<file path="src/rtl/riscv_pkg.sv">
// Definitions shared by the integer core: divider opcodes and default datapath width.
package riscv_pkg;

    localparam int XLEN = 32;

    typedef enum logic [1:0] {
        OP_DIV  = 2'b00,
        OP_DIVU = 2'b01,
        OP_REM  = 2'b10,
        OP_REMU = 2'b11
    } div_op_e;

endpackage

</file>
<file path="src/rtl/div_unit_if.sv">
// Request/writeback bundle between the issue stage and the divider.
interface div_unit_if
    import riscv_pkg::*;
#(
    parameter int N = XLEN,
    parameter int A = $clog2(N)
);
    logic           start;
    div_op_e        op;
    logic [N-1:0]   a;
    logic [N-1:0]   b;
    logic [A-1:0]   rd_addr;
    logic           busy;
    logic           done;
    logic [N-1:0]   result;
    logic           wb_we;
    logic [A-1:0]   wb_addr;

    modport master (
        output start, op, a, b, rd_addr,
        input  busy, done, result, wb_we, wb_addr
    );

    modport slave (
        input  start, op, a, b, rd_addr,
        output busy, done, result, wb_we, wb_addr
    );
endinterface

</file>
<file path="src/rtl/div_unit.sv">
// Iterative restoring divider: one quotient bit per cycle, with shortcut paths for
// divide-by-zero and signed overflow, writing its result back to the register file.
module div_unit
    import riscv_pkg::*;
#(
    parameter int N = XLEN,
    parameter int A = $clog2(N)
) (
    input  logic       clk,
    input  logic       rst,
    div_unit_if.slave  bus
);

    localparam int CW = $clog2(N + 1);
    localparam logic [N-1:0] MOST_NEG = {1'b1, {(N-1){1'b0}}};

    typedef enum logic [1:0] {
        S_IDLE = 2'b00,
        S_RUN  = 2'b01,
        S_DONE = 2'b10
    } state_e;

    state_e          state_q, state_d;
    logic [CW-1:0]   cnt_q, cnt_d;
    logic [N-1:0]    rem_q, rem_d;
    logic [N-1:0]    quo_q, quo_d;
    logic [N-1:0]    dvs_q, dvs_d;
    logic            is_rem_q, is_rem_d;
    logic            q_neg_q, q_neg_d;
    logic            r_neg_q, r_neg_d;
    logic [A-1:0]    addr_q, addr_d;
    logic [N-1:0]    result_q, result_d;
    logic            done_q, done_d;
    logic            wb_we_q, wb_we_d;

    logic            accept_s;
    logic            is_signed_s;
    logic            is_rem_s;
    logic            a_neg_s;
    logic            b_neg_s;
    logic [N-1:0]    a_mag_s;
    logic [N-1:0]    b_mag_s;
    logic            div0_s;
    logic            ovf_s;
    logic [N-1:0]    special_res_s;
    logic [N:0]      shift_s;
    logic [N:0]      diff_s;
    logic            take_s;
    logic [N-1:0]    step_rem_s;
    logic [N-1:0]    step_quo_s;
    logic [N-1:0]    q_fix_s;
    logic [N-1:0]    r_fix_s;
    logic [N-1:0]    final_res_s;

    // Operand decode at the accept edge: magnitudes, signs and shortcut cases.
    always_comb begin
        accept_s    = bus.start && (state_q == S_IDLE);
        is_signed_s = (bus.op == OP_DIV) || (bus.op == OP_REM);
        is_rem_s    = (bus.op == OP_REM) || (bus.op == OP_REMU);
        a_neg_s     = is_signed_s && bus.a[N-1];
        b_neg_s     = is_signed_s && bus.b[N-1];
        a_mag_s     = a_neg_s ? (~bus.a + {{(N-1){1'b0}}, 1'b1}) : bus.a;
        b_mag_s     = b_neg_s ? (~bus.b + {{(N-1){1'b0}}, 1'b1}) : bus.b;
        div0_s      = (bus.b == {N{1'b0}});
        ovf_s       = is_signed_s && (bus.a == MOST_NEG) && (bus.b == {N{1'b1}});
        if (div0_s) begin
            special_res_s = is_rem_s ? bus.a : {N{1'b1}};
        end else begin
            special_res_s = is_rem_s ? {N{1'b0}} : bus.a;
        end
    end

    // One restoring shift-subtract step plus sign correction of its outcome.
    always_comb begin
        shift_s     = {rem_q, quo_q[N-1]};
        diff_s      = shift_s - {1'b0, dvs_q};
        take_s      = ~diff_s[N];
        step_rem_s  = take_s ? diff_s[N-1:0] : shift_s[N-1:0];
        step_quo_s  = {quo_q[N-2:0], take_s};
        q_fix_s     = q_neg_q ? (~step_quo_s + {{(N-1){1'b0}}, 1'b1}) : step_quo_s;
        r_fix_s     = r_neg_q ? (~step_rem_s + {{(N-1){1'b0}}, 1'b1}) : step_rem_s;
        final_res_s = is_rem_q ? r_fix_s : q_fix_s;
    end

    // Next-state and output logic of the control FSM.
    always_comb begin
        state_d  = state_q;
        cnt_d    = cnt_q;
        rem_d    = rem_q;
        quo_d    = quo_q;
        dvs_d    = dvs_q;
        is_rem_d = is_rem_q;
        q_neg_d  = q_neg_q;
        r_neg_d  = r_neg_q;
        addr_d   = addr_q;
        result_d = result_q;
        done_d   = 1'b0;
        wb_we_d  = 1'b0;
        case (state_q)
            S_IDLE: begin
                if (accept_s) begin
                    addr_d   = bus.rd_addr;
                    is_rem_d = is_rem_s;
                    q_neg_d  = a_neg_s ^ b_neg_s;
                    r_neg_d  = a_neg_s;
                    if (div0_s || ovf_s) begin
                        state_d  = S_DONE;
                        cnt_d    = {CW{1'b0}};
                        result_d = special_res_s;
                        done_d   = 1'b1;
                        wb_we_d  = (bus.rd_addr != {A{1'b0}});
                    end else begin
                        state_d = S_RUN;
                        cnt_d   = CW'(N);
                        rem_d   = {N{1'b0}};
                        quo_d   = a_mag_s;
                        dvs_d   = b_mag_s;
                    end
                end else begin
                    state_d = S_IDLE;
                end
            end
            S_RUN: begin
                rem_d = step_rem_s;
                quo_d = step_quo_s;
                cnt_d = cnt_q - {{(CW-1){1'b0}}, 1'b1};
                // The last step's outcome goes straight to the result register.
                if (cnt_q == {{(CW-1){1'b0}}, 1'b1}) begin
                    state_d  = S_DONE;
                    result_d = final_res_s;
                    done_d   = 1'b1;
                    wb_we_d  = (addr_q != {A{1'b0}});
                end else begin
                    state_d = S_RUN;
                end
            end
            S_DONE: begin
                state_d = S_IDLE;
            end
            default: begin
                state_d = S_IDLE;
            end
        endcase
    end

    // State and datapath registers.
    always_ff @(posedge clk or posedge rst) begin
        if (rst) begin
            state_q  <= S_IDLE;
            cnt_q    <= {CW{1'b0}};
            rem_q    <= {N{1'b0}};
            quo_q    <= {N{1'b0}};
            dvs_q    <= {N{1'b0}};
            is_rem_q <= 1'b0;
            q_neg_q  <= 1'b0;
            r_neg_q  <= 1'b0;
            addr_q   <= {A{1'b0}};
            result_q <= {N{1'b0}};
            done_q   <= 1'b0;
            wb_we_q  <= 1'b0;
        end else begin
            state_q  <= state_d;
            cnt_q    <= cnt_d;
            rem_q    <= rem_d;
            quo_q    <= quo_d;
            dvs_q    <= dvs_d;
            is_rem_q <= is_rem_d;
            q_neg_q  <= q_neg_d;
            r_neg_q  <= r_neg_d;
            addr_q   <= addr_d;
            result_q <= result_d;
            done_q   <= done_d;
            wb_we_q  <= wb_we_d;
        end
    end

    assign bus.busy    = (state_q != S_IDLE);
    assign bus.done    = done_q;
    assign bus.result  = result_q;
    assign bus.wb_we   = wb_we_q;
    assign bus.wb_addr = addr_q;

endmodule

</file>
<file path="src/flat_wrapper.sv">
// flat-port wrapper written by rule: the top's interface ports become plain ports
module div_unit_flat import riscv_pkg::*;
#(
    parameter int N = XLEN,
    parameter int A = $clog2(N)
)
  (clk, rst, bus_start, bus_op, bus_a, bus_b, bus_rd_addr, bus_busy, bus_done, bus_result, bus_wb_we, bus_wb_addr);
  div_unit_if #(.N(N), .A(A)) bus_i ();
  input  logic clk;
  input  logic rst;
  input wire logic [$bits(bus_i.start)-1:0] bus_start;
  input wire logic [$bits(bus_i.op)-1:0] bus_op;
  input wire logic [$bits(bus_i.a)-1:0] bus_a;
  input wire logic [$bits(bus_i.b)-1:0] bus_b;
  input wire logic [$bits(bus_i.rd_addr)-1:0] bus_rd_addr;
  output wire logic [$bits(bus_i.busy)-1:0] bus_busy;
  output wire logic [$bits(bus_i.done)-1:0] bus_done;
  output wire logic [$bits(bus_i.result)-1:0] bus_result;
  output wire logic [$bits(bus_i.wb_we)-1:0] bus_wb_we;
  output wire logic [$bits(bus_i.wb_addr)-1:0] bus_wb_addr;
  assign bus_i.start = bus_start;
  assign bus_i.op = bus_op;
  assign bus_i.a = bus_a;
  assign bus_i.b = bus_b;
  assign bus_i.rd_addr = bus_rd_addr;
  assign bus_busy = bus_i.busy;
  assign bus_done = bus_i.done;
  assign bus_result = bus_i.result;
  assign bus_wb_we = bus_i.wb_we;
  assign bus_wb_addr = bus_i.wb_addr;
  div_unit #(.N(N), .A(A)) u_core (.clk(clk), .rst(rst), .bus(bus_i));
endmodule
</file>
<file path="config.mk">
export PLATFORM = sky130hd
export DESIGN_NAME = div_unit_flat
export DESIGN_NICKNAME = d
export VERILOG_FILES = /design/src/rtl/riscv_pkg.sv /design/src/rtl/div_unit_if.sv /design/src/rtl/div_unit.sv /design/src/flat_wrapper.sv
export SDC_FILE = /design/constraint.sdc
export NUM_CORES = 1
export LEC_CHECK = 0
export ABC_AREA = 1
export CORE_AREA = 8 8 180 182
export CTS_BUF_LIST = sky130_fd_sc_hd__clkbuf_2
export DETAILED_ROUTE_END_ITERATION = 8
export DIE_AREA = 0 0 188 190
export SLEW_MARGIN = 20
export SYNTH_ARGS = -nofsm -noshare
export SYNTH_HDL_FRONTEND = slang
export SYNTH_SLANG_ARGS = --single-unit
</file>
<file path="constraint.sdc">
create_clock -name clk -period 10.51 [get_ports clk]
set_clock_uncertainty 0.1 [all_clocks]
set_input_delay 2.102 -clock clk [delete_from_list [all_inputs] [get_ports clk]]
set_output_delay 2.102 -clock clk [all_outputs]
set_load 0.01 [all_outputs]
</file>
==> results of run 1 <==
-- Yosys cell counts, types with 13 or more instances --
cell type    n  area share (%)
dfrtp_1    145              28
o21ai_0    181             6.9
nor2_1     168             4.8
xor2_1      57             3.8
o21ai_1     14            0.53
o221ai_1    24             1.6
nand2_1    604              17
nand4_1     33             1.6
nand2_2     34             1.6
o22ai_1     25             1.2
ha_1        39             3.7
clkbuf_1    50             1.4
a21oi_1     86             3.3
inv_1      277             7.9
xnor2_1     13            0.87
nor3_1      34             1.3
nand3_1    136             5.2
-- stage by stage --
step | std cells | hold slack, ps | setup slack [ps] | area, sq um | util [%]
after floorplan | 2078 | 353 | 4410 | 13100 | -
after global placement | 2517 | 363 | 3950 | 14500 | 49.3
after detailed placement | 2517 | 365 | 4250 | 14500 | 49.3
after CTS | 2549 | 414 | 4960 | 14700 | 50.1
after global routing | 2550 | 434 | 4250 | 14700 | 50.1
final | 2551 | 412 | 4810 | 14700 | 50.1
-- routing by layer --
metal / vias up / GRT usage, % / routed length (um)
li1: 6907 / - / -
met3: 43 / 5.11 / 4200
met5: - / 0 / 0
met1: 6617 / 38.8 / 22300
met2: 575 / 37.8 / 19900
met4: 0 / 6.15 / 806
-- path summary, 6_finish.rpt --
path / end / slack (ps) / cells after the start
setup / recovery: u_core.bus.result[30] / 4810 / 32
hold / removal: u_core.cnt_q[3] / 410 / 1
setup reg to reg: u_core.bus.result[30] / 4810 / 32
hold reg to reg: u_core.cnt_q[3] / 410 / 1
max in group asynchronous: u_core.quo_q[8] / 7480 / 3
min in group asynchronous: u_core.rem_q[18] / 1660 / 2
-- layout make-up --
| cell class | count | area, sq um | share of cell area [%] |
|---|---|---|---|
| multi-input combinational | 1567 | 8070 | 54.7 |
| sequential | 145 | 3630 | 24.6 |
| timing repair buffer | 124 | 1220 | 8.26 |
| inverter | 291 | 1100 | 7.45 |
| tap | 390 | 488 | 3.31 |
| clock inverter | 15 | 148 | 1.00 |
| clock buffer | 17 | 85.1 | 0.577 |
| antenna | 2 | 5.00 | 0.0340 |
-- worst reg2reg max path, delay by kind of cell, from the launching register on --
| family | cells | cell delay (ps) |
|---|---|---|
| adders and majority gates | 3 | 950 |
| AOI/OAI and AO/OA | 4 | 580 |
| and+or+nand+nor | 22 | 3340 |
| buffers and inverters | 3 | 270 |
| DFF | 1 | 450 |
-- logic make-up (layout without fill, tap and decap cells) --
| logic type | count (synthesis) | after routing |
|---|---|---|
| and+or+nand+nor | 1069 | 1069 |
| AOI/OAI and AO/OA | 388 | 388 |
| buffers and inverters | 366 | 447 |
| DFF | 145 | 145 |
| xor gates and xnor gates | 70 | 70 |
| adders and majority gates | 40 | 40 |
| other | 0 | 2 |
-- registers in the layout, summed over array words and instances, names as in the netlist, 5 cells and up --
signal / count
u_core.bus.result: 32
u_core.cnt_q: 6
u_core.bus.wb_addr: 5
u_core.dvs_q: 32
u_core.rem_q: 32
u_core.quo_q: 32
==> results.json, run 1 <==
{
  "drive_gt1_share_pct": 6.76,
  "relSlewSlack_pct": 24.2,
  "synth_top_family_by_area": "simple AND/OR/NAND/NOR gates",
  "crit_path_max_incr_delay_ps": 450,
  "coreArea_sq_mm": 0.0294,
  "cts_resized": 0,
  "avgSynthCellArea_sq_um": 6.33,
  "die_w_um": 188,
  "initial_utilization_pct": 44.7,
  "drc": 0,
  "required_ps": 11140,
  "setup_viol": 0,
  "synth_area_sq_mm": 0.0131,
  "final_nets": 2260,
  "cts_max_level": 4,
  "port_buffers": 113,
  "dp_hpwl_um": 37000,
  "detail-route-antenna-nets": 0,
  "synth-compound-area-share_pct": 17.0,
  "synth_ff_type": "dfrtp_1",
  "grtUsageTotal_pct": 26.0,
  "cpLargestDelayFamily": "simple AND/OR/NAND/NOR gates",
  "cap_violations": 0,
  "clock_latency_ps": 790,
  "rr_startpoint": "u_core.quo_q[31]",
  "post-cts-setup-buffers": 0,
  "crit_top_cell": "nand2_1",
  "final_hold_viol_count": 0,
  "synth.distinct_cells": 58,
  "cp-end-kind": "flip-flop",
  "tightest_slew_ps": 1120,
  "routed_wl_um": 47200,
  "min_from": "u_core.cnt_q[3]",
  "mostFrequentLayoutCell": "nand2_1",
  "synth_edf_count": 0,
  "gp_congestion": 0.945,
  "crit_fanout": 36,
  "period_minus_slack_ps": 5700,
  "synth-seq-cells": 145,
  "vias": 14100,
  "std_cell_rows": 63,
  "final_cell_mix": "nand2_1 (603), inv_1 (276), o21ai_0 (181), nor2_1 (167), dfrtp_1 (145)",
  "routedWlPerCell_um": 18.5,
  "grt_overflow": 0,
  "cp-start-kind": "flip-flop",
  "rsz0062_at_grt": "false",
  "fin_setup_tns_ps": 0,
  "drt_iter0_drc": 1469,
  "status": "finished clean",
  "cts_tree": "yes",
  "fp.dieH_um": 190,
  "synth_fp_nets": 2192,
  "grt_pass1_wl_um": 73700,
  "synth-simple-area-share_pct": 35.6,
  "cp_slowest_cell": "dfrtp_1",
  "antenna_found_initial": 2,
  "finalCritPeriodShare_pct": 54.2,
  "numClockSinks": 145,
  "synth-seq-area-share_pct": 27.6,
  "clockBufferDepth": 2,
  "startpoint": "u_core.quo_q[31]",
  "clk_pin_slew_ps": 240,
  "ios": 114,
  "path_buf_inv": 3,
  "grt_pass1_vias": 12800,
  "firstDrtPassIters": 8,
  "n_fill_cell": 3103,
  "synth_xor_area_share_pct": 4.66,
  "fp.dieArea_sq_mm": 0.0357,
  "viasPerCell": 5.54,
  "async_reset_ff_share_pct": 100,
  "crit_arrival_ps": 6330,
  "cts-root-buf": "clkbuf_2",
  "synth_fa_ha_area_share_pct": 3.86,
  "syn2layout_area_growth_pct": 12.1,
  "numCtsBuffers": 17,
  "ys_warn_count": 0,
  "syn_inst": 2078,
  "grt_max_degree": 77,
  "min_path_type": "reg -> reg",
  "ctsHoldBuffers": 0,
  "synth_mux_area_share_pct": 0,
  "crit_type": "reg -> reg",
  "slew_violations": 0,
  "max_freq_mhz": 175
}
Power of run 1 is not shown: default switching activity piles up to over one toggle a cycle in this logic, so the estimate is an artifact.
==> run 2: changes to the inputs <==
==> constraint.sdc (replaced) <==
create_clock -name clk -period 5.5 [get_ports clk]
set_clock_uncertainty 0.1 [all_clocks]
set_input_delay 1.1 -clock clk [delete_from_list [all_inputs] [get_ports clk]]
set_output_delay 1.1 -clock clk [all_outputs]
set_load 0.01 [all_outputs]
==> run 2 against run 1 <==
  * Register-to-register slack lost 4100 ps
  * Highest routed layer unchanged
  * First-iteration DRC count is 3.9% lower
  * Worst hold slack got worse by 5.9 ps
  * Utilization increased by 0.29 points
  * Cell count is 0.20% higher
  * Non-clock buffer count grew 7
  * Flip-flop and latch count did not move
  * Global-route usage is 0.40 points higher
  * Count of clock-buffer cells in the layout is 1 higher
  * Setup slack got worse by 4100 ps
  * Largest cell class unchanged
==> results.json, run 2 (synthesis gave the netlist of run 1 again) <==
{
  "clock_latency_ps": 790,
  "rr_startpoint": "u_core.quo_q[31]",
  "routedWlPerCell_um": 18.8,
  "r2r_cells": 32,
  "std_cell_rows": 63,
  "clockBufferDepth": 2,
  "finalCritPeriodShare_pct": 86.7,
  "crit_fanout": 5,
  "status": "finished clean",
  "grtUsageTotal_pct": 26.4,
  "cts_max_level": 4,
  "final_cell_mix": "nand2_1 (603), inv_1 (276), o21ai_0 (181), nor2_1 (167), dfrtp_1 (145)",
  "drc": 0,
  "numPlacedInstances": 2524,
  "min_path_type": "reg -> reg",
  "max_freq_mhz": 210,
  "firstDrtPassIters": 8,
  "grt_max_degree": 94,
  "drt_iter0_drc": 1412,
  "drive_gt1_share_pct": 6.97,
  "timing.rr.end": "u_core.bus.result[30]",
  "grt_overflow": 0,
  "rrSetupSlack_ps": 730,
  "detail-route-antenna-nets": 0,
  "post-cts-setup-buffers": 0,
  "layout_setup_ws_ps": 734,
  "holdWs_ps": 406,
  "coreArea_sq_mm": 0.0294,
  "whs_endpoint": "u_core.cnt_q[4]",
  "grt_pass1_wl_um": 74600,
  "setup_viol": 0,
  "cp-start-kind": "flip-flop",
  "period_minus_slack_ps": 4770,
  "fp.dieArea_sq_mm": 0.0357,
  "initial_utilization_pct": 44.7,
  "startpoint": "u_core.quo_q[31]",
  "crit_type": "reg -> reg",
  "slew_violations": 0,
  "whs_path_depth": 1,
  "vias": 13900,
  "final_hold_viol_count": 0,
  "gp_congestion": 0.927,
  "viasPerCell": 5.44,
  "die_w_um": 188,
  "relSlewSlack_pct": 30.3,
  "crit_arrival_ps": 5420,
  "cts_tree": "yes",
  "fp.dieH_um": 190,
  "antenna_found_initial": 1,
  "ios": 114,
  "instances_no_fill": 2556,
  "rsz0062_at_grt": "false",
  "routed_wl_um": 48000,
  "pre_cts_ws_ps": 661,
  "n_fill_cell": 3095,
  "final_nets": 2267,
  "cts_resized": 0,
  "clk_pin_slew_ps": 260,
  "crit_path_max_incr_delay_ps": 440,
  "cap_violations": 0,
  "numClockSinks": 145,
  "numCtsBuffers": 17,
  "grt_pass1_vias": 13100,
  "crit_top_cell": "nand2_1",
  "required_ps": 6150,
  "dp_hpwl_um": 37800,
  "tightest_slew_ps": 1030,
  "fin_setup_tns_ps": 0,
  "min_from": "u_core.cnt_q[4]",
  "ctsHoldBuffers": 0,
  "cp-end-kind": "flip-flop",
  "mostFrequentLayoutCell": "nand2_1",
  "syn2layout_area_growth_pct": 12.8,
  "port_buffers": 113,
  "cts-root-buf": "clkbuf_2",
  "cp_slowest_cell": "dfrtp_1"
}
## run 2: per-layer routing
metal	global-route usage, %	routed length [um]	up-vias
met5	0	0	-
met1	38.4	22900	6454
met2	39.6	20400	511
met4	5.03	635	0
li1	-	-	6905
met3	6.11	4100	43
## run 2: area by class of cell
type | count | area [sq um] | share of cell area, %
timing repair buffer | 131 | 1290 | 8.71
tap | 390 | 488 | 3.29
clock inverter | 13 | 163 | 1.10
multi-input combinational | 1567 | 8060 | 54.4
sequential | 145 | 3630 | 24.5
antenna | 1 | 2.50 | 0.0169
inverter | 291 | 1100 | 7.40
clock buffer | 18 | 90.1 | 0.608
## run 2: metrics by stage
stage | util (%) | cell area, sq um
after floorplan | - | 13100
after global placement | 49.6 | 14600
after detailed placement | 49.6 | 14600
after CTS | 50.4 | 14800
after global routing | 50.4 | 14800
final | 50.4 | 14800
## run 2: worst max-delay path: cells and delay by family (launching register included)
family                   cells  cell delay [ps]
adder cells (fa/ha/maj)      3              810
flip-flops                   1              440
buffers and inverters        3              230
AND/OR/NAND/NOR             22             2600
AO/OA/AOI/OAI                4              560
## run 2: worst max path at each step
| stage | depth (start not counted) | slack [ps] | to |
|---|---|---|---|
| floorplan | 1 | 410 | u_core.bus.done |
| global placement | 14 | 820 | u_core.bus.result[10] |
| detailed placement | 14 | 660 | u_core.bus.result[1] |
| CTS | 32 | 780 | u_core.bus.result[30] |
| global route | 32 | 260 | u_core.bus.result[30] |
| finish | 32 | 730 | u_core.bus.result[30] |
Power of run 2 is left out for the same reason.
==> run 3: changes to the inputs <==
==> constraint.sdc (replaced) <==
create_clock -name clk -period 5.5 [get_ports clk]
set_clock_uncertainty 0.1 [all_clocks]
set_input_delay 1.1 -clock clk [delete_from_list [all_inputs] [get_ports clk]]
set_output_delay 1.1 -clock clk [all_outputs]
set_load 0.005 [all_outputs]
==> results of run 3 <==
The final DEF is identical to that of run 2. Status: finished clean.
Power figures use the tool's default switching activity.
